$ cat src/rtl/scale_pkg.sv
// Shared types and constants for the framebuffer scaling sequencer.
package scale_pkg;

  typedef enum logic [1:0] {
    IDLE       = 2'd0,
    RUN        = 2'd1,
    WAIT_VSYNC = 2'd2
  } state_e;

  typedef enum logic [1:0] {
    ST_OK      = 2'd0,
    ST_BAD_OP  = 2'd1,
    ST_TIMEOUT = 2'd2,
    ST_ABORTED = 2'd3
  } status_e;

  localparam int OP_W  = 3;
  localparam int CNT_W = 18;

  localparam logic [OP_W-1:0] OP_NN    = 3'd0;
  localparam logic [OP_W-1:0] OP_REPL  = 3'd1;
  localparam logic [OP_W-1:0] OP_DECIM = 3'd2;
  localparam logic [OP_W-1:0] OP_AVG   = 3'd3;

  localparam int IMG_IN_W    = 160;
  localparam int IMG_IN_H    = 120;
  localparam int IMG_OUT_W   = 320;
  localparam int IMG_OUT_H   = 240;
  localparam int IMG_OUT_PIX = IMG_OUT_W * IMG_OUT_H;

endpackage

$ cat src/rtl/scale_port_mux.sv
// Selects the active engine's address/pixel slices and done bit; ports read 0 when not enabled.
module scale_port_mux
  import scale_pkg::*;
#(
  parameter int NUM_ALG = 4,
  parameter int ADDR_W  = 16,
  parameter int PIX_W   = 8
) (
  input  logic [OP_W-1:0]                 i_sel,
  input  logic                            i_en,
  input  logic [NUM_ALG-1:0][ADDR_W-1:0]  i_rd_addr,
  input  logic [NUM_ALG-1:0][ADDR_W-1:0]  i_wr_addr,
  input  logic [NUM_ALG-1:0][PIX_W-1:0]   i_pix,
  input  logic [NUM_ALG-1:0]              i_done,
  output logic [ADDR_W-1:0]               o_rd_addr,
  output logic [ADDR_W-1:0]               o_wr_addr,
  output logic [PIX_W-1:0]                o_pix,
  output logic                            o_done
);

  always_comb begin
    o_rd_addr = '0;
    o_wr_addr = '0;
    o_pix     = '0;
    o_done    = 1'b0;
    for (int k = 0; k < NUM_ALG; k++) begin
      if (i_sel == OP_W'(k)) begin
        o_done = i_done[k];
        if (i_en) begin
          o_rd_addr = i_rd_addr[k];
          o_wr_addr = i_wr_addr[k];
          o_pix     = i_pix[k];
        end
      end
    end
  end

endmodule

$ cat src/rtl/scale_ctrl.sv
// Scaling-engine sequencer: one command at a time, engine port mux, run timeout,
// and display-bank swap on the first vsync rising edge after completion.
module scale_ctrl
  import scale_pkg::*;
#(
  parameter int NUM_ALG        = 4,
  parameter int ADDR_W         = 16,
  parameter int PIX_W          = 8,
  parameter int TIMEOUT_CYCLES = 100000
) (
  input  logic                        i_clk,
  input  logic                        i_reset_n,
  input  logic                        i_cmd_valid,
  output logic                        o_cmd_ready,
  input  logic [OP_W-1:0]             i_cmd_op,
  input  logic                        i_cmd_abort,
  input  logic                        i_vsync,
  output logic [NUM_ALG-1:0]          o_alg_enable,
  input  logic [NUM_ALG-1:0]          i_alg_done,
  input  logic [NUM_ALG*ADDR_W-1:0]   i_alg_read_addr,
  input  logic [NUM_ALG*ADDR_W-1:0]   i_alg_write_addr,
  input  logic [NUM_ALG*PIX_W-1:0]    i_alg_pixel,
  output logic [ADDR_W-1:0]           o_mem_read_addr,
  output logic [ADDR_W-1:0]           o_mem_write_addr,
  output logic [PIX_W-1:0]            o_mem_wdata,
  output logic                        o_mem_we,
  output logic                        o_write_bank,
  output logic                        o_display_bank,
  output logic                        o_busy,
  output logic                        o_done_pulse,
  output logic [1:0]                  o_status
);

  localparam logic [CNT_W-1:0] CNT_LAST = CNT_W'(TIMEOUT_CYCLES - 1);

  state_e              r_state, w_state_nxt;
  status_e             r_status, w_status_nxt;
  logic [OP_W-1:0]     r_sel, w_sel_nxt;
  logic [CNT_W-1:0]    r_cnt, w_cnt_nxt;
  logic [NUM_ALG-1:0]  r_alg_en, w_alg_en_nxt;
  logic                r_vs_q;
  logic                r_bank, w_bank_nxt;
  logic                r_done_pulse, w_done_nxt;
  logic                w_run, w_vs_rise, w_done_sel;

  assign w_run     = (r_state == RUN);
  assign w_vs_rise = i_vsync & ~r_vs_q;

  scale_port_mux #(
    .NUM_ALG (NUM_ALG),
    .ADDR_W  (ADDR_W),
    .PIX_W   (PIX_W)
  ) u_mux (
    .i_sel     (r_sel),
    .i_en      (w_run),
    .i_rd_addr (i_alg_read_addr),
    .i_wr_addr (i_alg_write_addr),
    .i_pix     (i_alg_pixel),
    .i_done    (i_alg_done),
    .o_rd_addr (o_mem_read_addr),
    .o_wr_addr (o_mem_write_addr),
    .o_pix     (o_mem_wdata),
    .o_done    (w_done_sel)
  );

  always_comb begin
    w_state_nxt  = r_state;
    w_status_nxt = r_status;
    w_sel_nxt    = r_sel;
    w_cnt_nxt    = r_cnt;
    w_bank_nxt   = r_bank;
    w_done_nxt   = 1'b0;
    unique case (r_state)
      IDLE: begin
        if (i_cmd_valid) begin
          w_sel_nxt = i_cmd_op;
          if (int'(i_cmd_op) >= NUM_ALG) begin
            w_done_nxt   = 1'b1;
            w_status_nxt = ST_BAD_OP;
          end else begin
            w_state_nxt = RUN;
            w_cnt_nxt   = '0;
          end
        end
      end
      RUN: begin
        if (r_cnt != '1) w_cnt_nxt = r_cnt + 1'b1;
        // Completion outranks abort so a finished frame is never thrown away.
        if (w_done_sel) begin
          w_state_nxt = WAIT_VSYNC;
        end else if (i_cmd_abort) begin
          w_state_nxt  = IDLE;
          w_done_nxt   = 1'b1;
          w_status_nxt = ST_ABORTED;
        end else if (r_cnt == CNT_LAST) begin
          w_state_nxt  = IDLE;
          w_done_nxt   = 1'b1;
          w_status_nxt = ST_TIMEOUT;
        end
      end
      WAIT_VSYNC: begin
        if (i_cmd_abort) begin
          w_state_nxt  = IDLE;
          w_done_nxt   = 1'b1;
          w_status_nxt = ST_ABORTED;
        end else if (w_vs_rise) begin
          w_bank_nxt   = ~r_bank;
          w_state_nxt  = IDLE;
          w_done_nxt   = 1'b1;
          w_status_nxt = ST_OK;
        end
      end
      default: w_state_nxt = IDLE;
    endcase
    // Enable is registered from the next state so it drops the cycle after RUN ends.
    w_alg_en_nxt = '0;
    for (int k = 0; k < NUM_ALG; k++)
      w_alg_en_nxt[k] = (w_state_nxt == RUN) && (w_sel_nxt == OP_W'(k));
  end

  always_ff @(posedge i_clk or negedge i_reset_n) begin
    if (!i_reset_n) begin
      r_state      <= IDLE;
      r_status     <= ST_OK;
      r_sel        <= '0;
      r_cnt        <= '0;
      r_alg_en     <= '0;
      r_vs_q       <= 1'b0;
      r_bank       <= 1'b0;
      r_done_pulse <= 1'b0;
    end else begin
      r_state      <= w_state_nxt;
      r_status     <= w_status_nxt;
      r_sel        <= w_sel_nxt;
      r_cnt        <= w_cnt_nxt;
      r_alg_en     <= w_alg_en_nxt;
      r_vs_q       <= i_vsync;
      r_bank       <= w_bank_nxt;
      r_done_pulse <= w_done_nxt;
    end
  end

  assign o_cmd_ready    = (r_state == IDLE);
  assign o_busy         = (r_state != IDLE);
  assign o_alg_enable   = r_alg_en;
  assign o_mem_we       = w_run & ~w_done_sel;
  assign o_display_bank = r_bank;
  assign o_write_bank   = ~r_bank;
  assign o_done_pulse   = r_done_pulse;
  assign o_status       = r_status;

endmodule

$ cat config.mk
export PLATFORM = sky130hd
export DESIGN_NAME = scale_ctrl
export DESIGN_NICKNAME = d
export VERILOG_FILES = /design/src/rtl/scale_pkg.sv /design/src/rtl/scale_port_mux.sv /design/src/rtl/scale_ctrl.sv
export SDC_FILE = /design/constraint.sdc
export NUM_CORES = 1
export LEC_CHECK = 0
export ABC_AREA = 1
export BUFFER_PORTS_ARGS = -buffer_cell sky130_fd_sc_hd__buf_2
export CAP_MARGIN = 20
export CORE_ASPECT_RATIO = 0.5
export CORE_MARGIN = 4
export CORE_UTILIZATION = 26
export CTS_CLUSTER_DIAMETER = 50
export DETAILED_ROUTE_END_ITERATION = 10
export PLACE_DENSITY = 0.64
export RECOVER_POWER = 25
export SYNTH_ARGS = -nofsm -noshare
export SYNTH_HDL_FRONTEND = slang
export SYNTH_SLANG_ARGS = --single-unit
$ cat constraint.sdc
create_clock -name i_clk -period 3.7 [get_ports i_clk]
set_input_delay 0.925 -clock i_clk [delete_from_list [all_inputs] [get_ports i_clk]]
set_output_delay 0.925 -clock i_clk [all_outputs]
set_load 0.005 [all_outputs]
### Word level (Yosys, flattened, before mapping)

Cells that the tools add are included.
W data, S select, Z words.

* flip-flop bits (word level): 32
* bits of input ports: 172
* output and inout bits: 52

* $add $sub $neg: 1
* order comparisons: 1
* equality and inequality tests: 18
* mux-type cells: 58
* bitwise logic cells: 6
* reduce and logical (&&, ||, !) cells: 13

Operators with widths (number)
* $mux W16: 16
* $mux W8: 8
* $mux W18: 3
* $pmux W18 S2: 1
* $mux W2: 14
* $add A18 B1 Y18 const B: 1
* $eq A18 B17 Y1 const B: 1
* $ne A18 B18 Y1 const B: 1
* $eq A3 B2 Y1 const B: 4
* $pmux W2 S3: 2
* $mux W1: 11
* $eq A3 B1 Y1 const B: 2
* $logic_not A3 Y1: 2
* $mux W3: 2
* $ne A2 B2 Y1 const B: 3
* $reduce_and A6 Y1: 1
* $eq A2 B1 Y1 const B: 2
* $logic_and A1 B1 Y1: 4
* $ne A2 B1 Y1 const B: 2
* $not A1 Y1: 4
* $reduce_and A4 Y1: 1
* $reduce_bool A2 Y1: 2
* $ge A3 B3 Y1 const B: 1
* $ne A3 B2 Y1 const B: 1
* 7 further kinds: 8

### Logic depth before layout (Yosys ltp)

* depth in word-level cells: 9
* gate-level depth with buffers: 11
* gate-level depth less buffers: 11

### Modules after synthesis

A second synthesis with hierarchy kept.

* cell total of the unflattened synthesis: 841
* area total of the unflattened synthesis: 4484.3 sq um

Modules (own cells, without submodules)
* scale_port_mux: times used 1, cells each 574, area each 2478.6 sq um
* scale_ctrl: times used 1, cells each 267, area each 2005.7 sq um

### Worst setup path before layout

No wires, ideal clock.

* kind: reg-to-output
* start: register r_state[1]
* end: output o_mem_read_addr[10]
* data arrival time: 1536 ps
* setup slack: 1239 ps
* stages on the path, launching flop included: 9
* path through: dfrtp_1 inv_1 ha_1 buf_2 inv_1 nor2_1 clkbuf_1 o21ai_0 o21ai_0

* cells in the longest elaborated chain, start to end: 9

RTL lines
* from (decl): RTL line scale_ctrl.sv:36 `state_e r_state, w_state_nxt;`
* from (signal assigned): RTL line scale_ctrl.sv:132 `r_state <= w_state_nxt;`
* $eq A2 B1 Y1 (*): RTL line scale_ctrl.sv:46 `assign w_run = (r_state == RUN);`
* $mux W16: RTL line scale_port_mux.sv:29 `if (i_en) begin`
* $mux W16: RTL line scale_port_mux.sv:27 `if (i_sel == OP_W'(k)) begin`
* $mux W16: RTL line scale_port_mux.sv:29
* $mux W16: RTL line scale_port_mux.sv:27
* $mux W16: RTL line scale_port_mux.sv:29
* $mux W16: RTL line scale_port_mux.sv:27
* $mux W16: RTL line scale_port_mux.sv:29
* $mux W16 (*): RTL line scale_port_mux.sv:27
* to (decl): RTL line scale_ctrl.sv:23 `output logic [ADDR_W-1:0] o_mem_read_addr,`

Mark *: on every way between the ends. The rest lies on a longest branch, timed or not.

### Worst setup path after layout

* start: register r_sel[1]
* end: output o_mem_read_addr[11]

* cells in the longest elaborated chain, start to end: 8
* elaborated cells on any way between the ends: 11
* classes of those cells: eq/ne: 3; mux: 7; reduce/logical: 1

RTL lines
* from (decl): RTL line scale_ctrl.sv:38 `logic [OP_W-1:0] r_sel, w_sel_nxt;`
* from (signal assigned): RTL line scale_ctrl.sv:134 `r_sel <= w_sel_nxt;`
* $logic_not A3 Y1: RTL line scale_port_mux.sv:27
* $mux W16: RTL line scale_port_mux.sv:27
* $mux W16: RTL line scale_port_mux.sv:29
* $mux W16: RTL line scale_port_mux.sv:27
* $mux W16: RTL line scale_port_mux.sv:29
* $mux W16: RTL line scale_port_mux.sv:27
* $mux W16: RTL line scale_port_mux.sv:29
* $mux W16 (*): RTL line scale_port_mux.sv:27

Marked as above.

==> metrics.cfg <==
[pwr]
power_mw=2.378
switchingPower_mw=1.131
clkPwrFrac=0.171
p_seq_frac=0.194
internal-power_mw=1.247
powerDensity_nw_per_um2=529.8
p_sw_frac=0.4755
ir_worst_vdd_mv=0.2113
leakagePower_nw=2.226
pwr-share-comb=0.635

[yosys]
avgSynthCellArea_um2=6.572
synth.distinct_cells=29
synth_area_um2=3069
synthCells=467
yosysSeqAreaShare=0.2609
async_flop_share=1.000
synth_nets=644
ys_seq_elements=32
synth_edf_count=0
synth_warnings=0
synth_flop_cell=dfrtp_1

[outcome]
status=finished with violations
violations=capacitance limit, slew limit

[global_routing]
grt_overflow=0
grt_max_degree=54
grt_antenna_before_repair=0
grt_pass1_wl_mm=19.52
track_usage=0.1694
first_global_vias=3989

[routing]
route.met2.wl_mm=6.209
drt_iter0_drc=237
top_layer=met4
vias=4178
wirelength_mm=12.58
wire_per_inst_um=15.06
drc_errors=0
firstDrtPassIters=5
ant_nets=0
viasPerCell=5.004
wl_met3_um=791
wl_met1_mm=5.400

[die]
rows=27
core-area_um2=11250
die_h_um=84.83
dieArea_um2=13710
dieWidth_um=161.7
io_pins=224
start_util=0.2728

[cells_and_area]
utilization=0.3991
n_antenna_cell=0
layout_commonest_cell=buf_2
stdcell_area_um2=4489
drive_above_1_share=0.3772
layout_common_cells=221 x buf_2, 80 x nand2_1, 80 x o21ai_0
fin_cells=835
nets=852
area_growth_pct=46.27

[clocking]
hold_buffers=0
cts_sinks=32
clockBufferDepth=2
cts_setup_buffers=0
clk_pin_slew_ns=0.05
cts_buffers=5
insertion_delay_ns=0.27
cts-root-buf=clkbuf_16
htree_levels=2
cts_tree=done
cts_resized=0

[place]
dp_hpwl_mm=10.00
portBuffers=223
placedCellCount=827
pre_cts_ws_ns=0.8406
place_congestion=0.8952
place_area_um2=4345

[timing]
period_needed_ns=3.143
grt_setup_unrepaired=false
hold_slack_ns=0.5020
fmax_ghz=0.3181
relSlewSlack=-0.1802
max_slew.worst_pin.slew_ns=1.770
setup_viol=0
clock-skew-final_ns=0.003922
hold_viol_final=0
period_share=0.8495
timing.final.max_slew_violations=33
tns_ns=0
setup_slack_ns=0.5568

[run]
max_cap_viol_count=1

[critical_path]
critical_path_required_ns=2.77
worstSetupPathType=reg -> out
critPathArrivalTime_ns=2.22
endpoint_kind=primary output
worst_setup_path_start_kind=register
cp_max_fo=22

[worst_hold_path]
hp-class=reg -> reg

==> layout make-up <==
type	instances	area [um^2]
Inverter	37	138.9
Multi-Input combinational cell	364	2001
Sequential cell	32	800.8
Timing Repair Buffer	235	1204
Clock buffer	8	146.4
Fill cell	1193	6760
Tap cell	159	198.9
==> synth_stat cells (3+ instances only) <==
cell       n  area [um^2]
nand4_1    6        37.54
nand3_1   61        305.3
inv_1     35        131.4
o21ai_0   80        400.4
xnor2_1    3        26.28
o21ai_1   17        85.08
a21oi_1    3        15.01
nor3_1    10        50.05
dfrtp_1   32        800.8
a221oi_1  40        350.3
clkbuf_1  31        116.4
ha_1       5        62.56
xor2_1     8        70.07
nor2_1    33        123.9
nand2_1   80        300.3
o21bai_1   3        22.52
==> state kept, by name, indices dropped and copies added (netlist names) <==
register        cells
o_display_bank      1
o_status            2
r_vs_q              1
r_sel               3
o_alg_enable        4
r_state             2
r_cnt              18
o_done_pulse        1
==> final timing paths <==
path / slack (ns) / depth (start not counted) / end / start
max: 0.56 / 8 / o_mem_read_addr[11] / r_sel[1]$_DFF_PN0_
min: 0.50 / 2 / o_status[0]$_DFFE_PN0P_ / o_status[0]$_DFFE_PN0P_
max reg2reg: 1.59 / 9 / r_cnt[10]$_DFFE_PN0P_ / r_state[1]$_DFF_PN0_
min reg2reg: 0.50 / 2 / o_status[0]$_DFFE_PN0P_ / o_status[0]$_DFFE_PN0P_
max in group asynchronous: 1.55 / 1 / o_alg_enable[2]$_DFF_PN0_ / i_reset_n
min in group asynchronous: 1.12 / 1 / r_cnt[1]$_DFFE_PN0P_ / i_reset_n
==> layer usage <==
layer | track usage | vias up
met3 | 0.03057 | 15
li1 | - | 2073
met1 | 0.2137 | 1936
met2 | 0.3019 | 154
met4 | 0.04375 | 0
met5 | 0 | -
==> critical path: stages (launching register included) <==
cell and delay (ns):
dfrtp_1 0.44, inv_1 0.09, nor2_1 0.13, nand2_1 0.08, inv_1 0.53, buf_4 0.30, a221oi_1 0.07, o21ai_0 0.16
buf_2 0.14
==> power groups by stage <==
stage,logic (mW),clock network (mW),registers [mW]
CTS,1.52,0.414,0.461
global placement,1.50,0,0.463
detailed placement,1.51,0,0.466
global route,1.70,0.433,0.470
floorplan,0.952,0,0.455
finish,1.51,0.407,0.461
==> cells by family after synthesis <==
kind of cell,Yosys count,share of synthesized area
buf+inv,71,0.09213
compound gates,148,0.2960
fa+ha+maj,5,0.02038
simple gates,200,0.2992
flops,32,0.2609
xor+xnor,11,0.03139
Power figures use the tool's default switching activity.
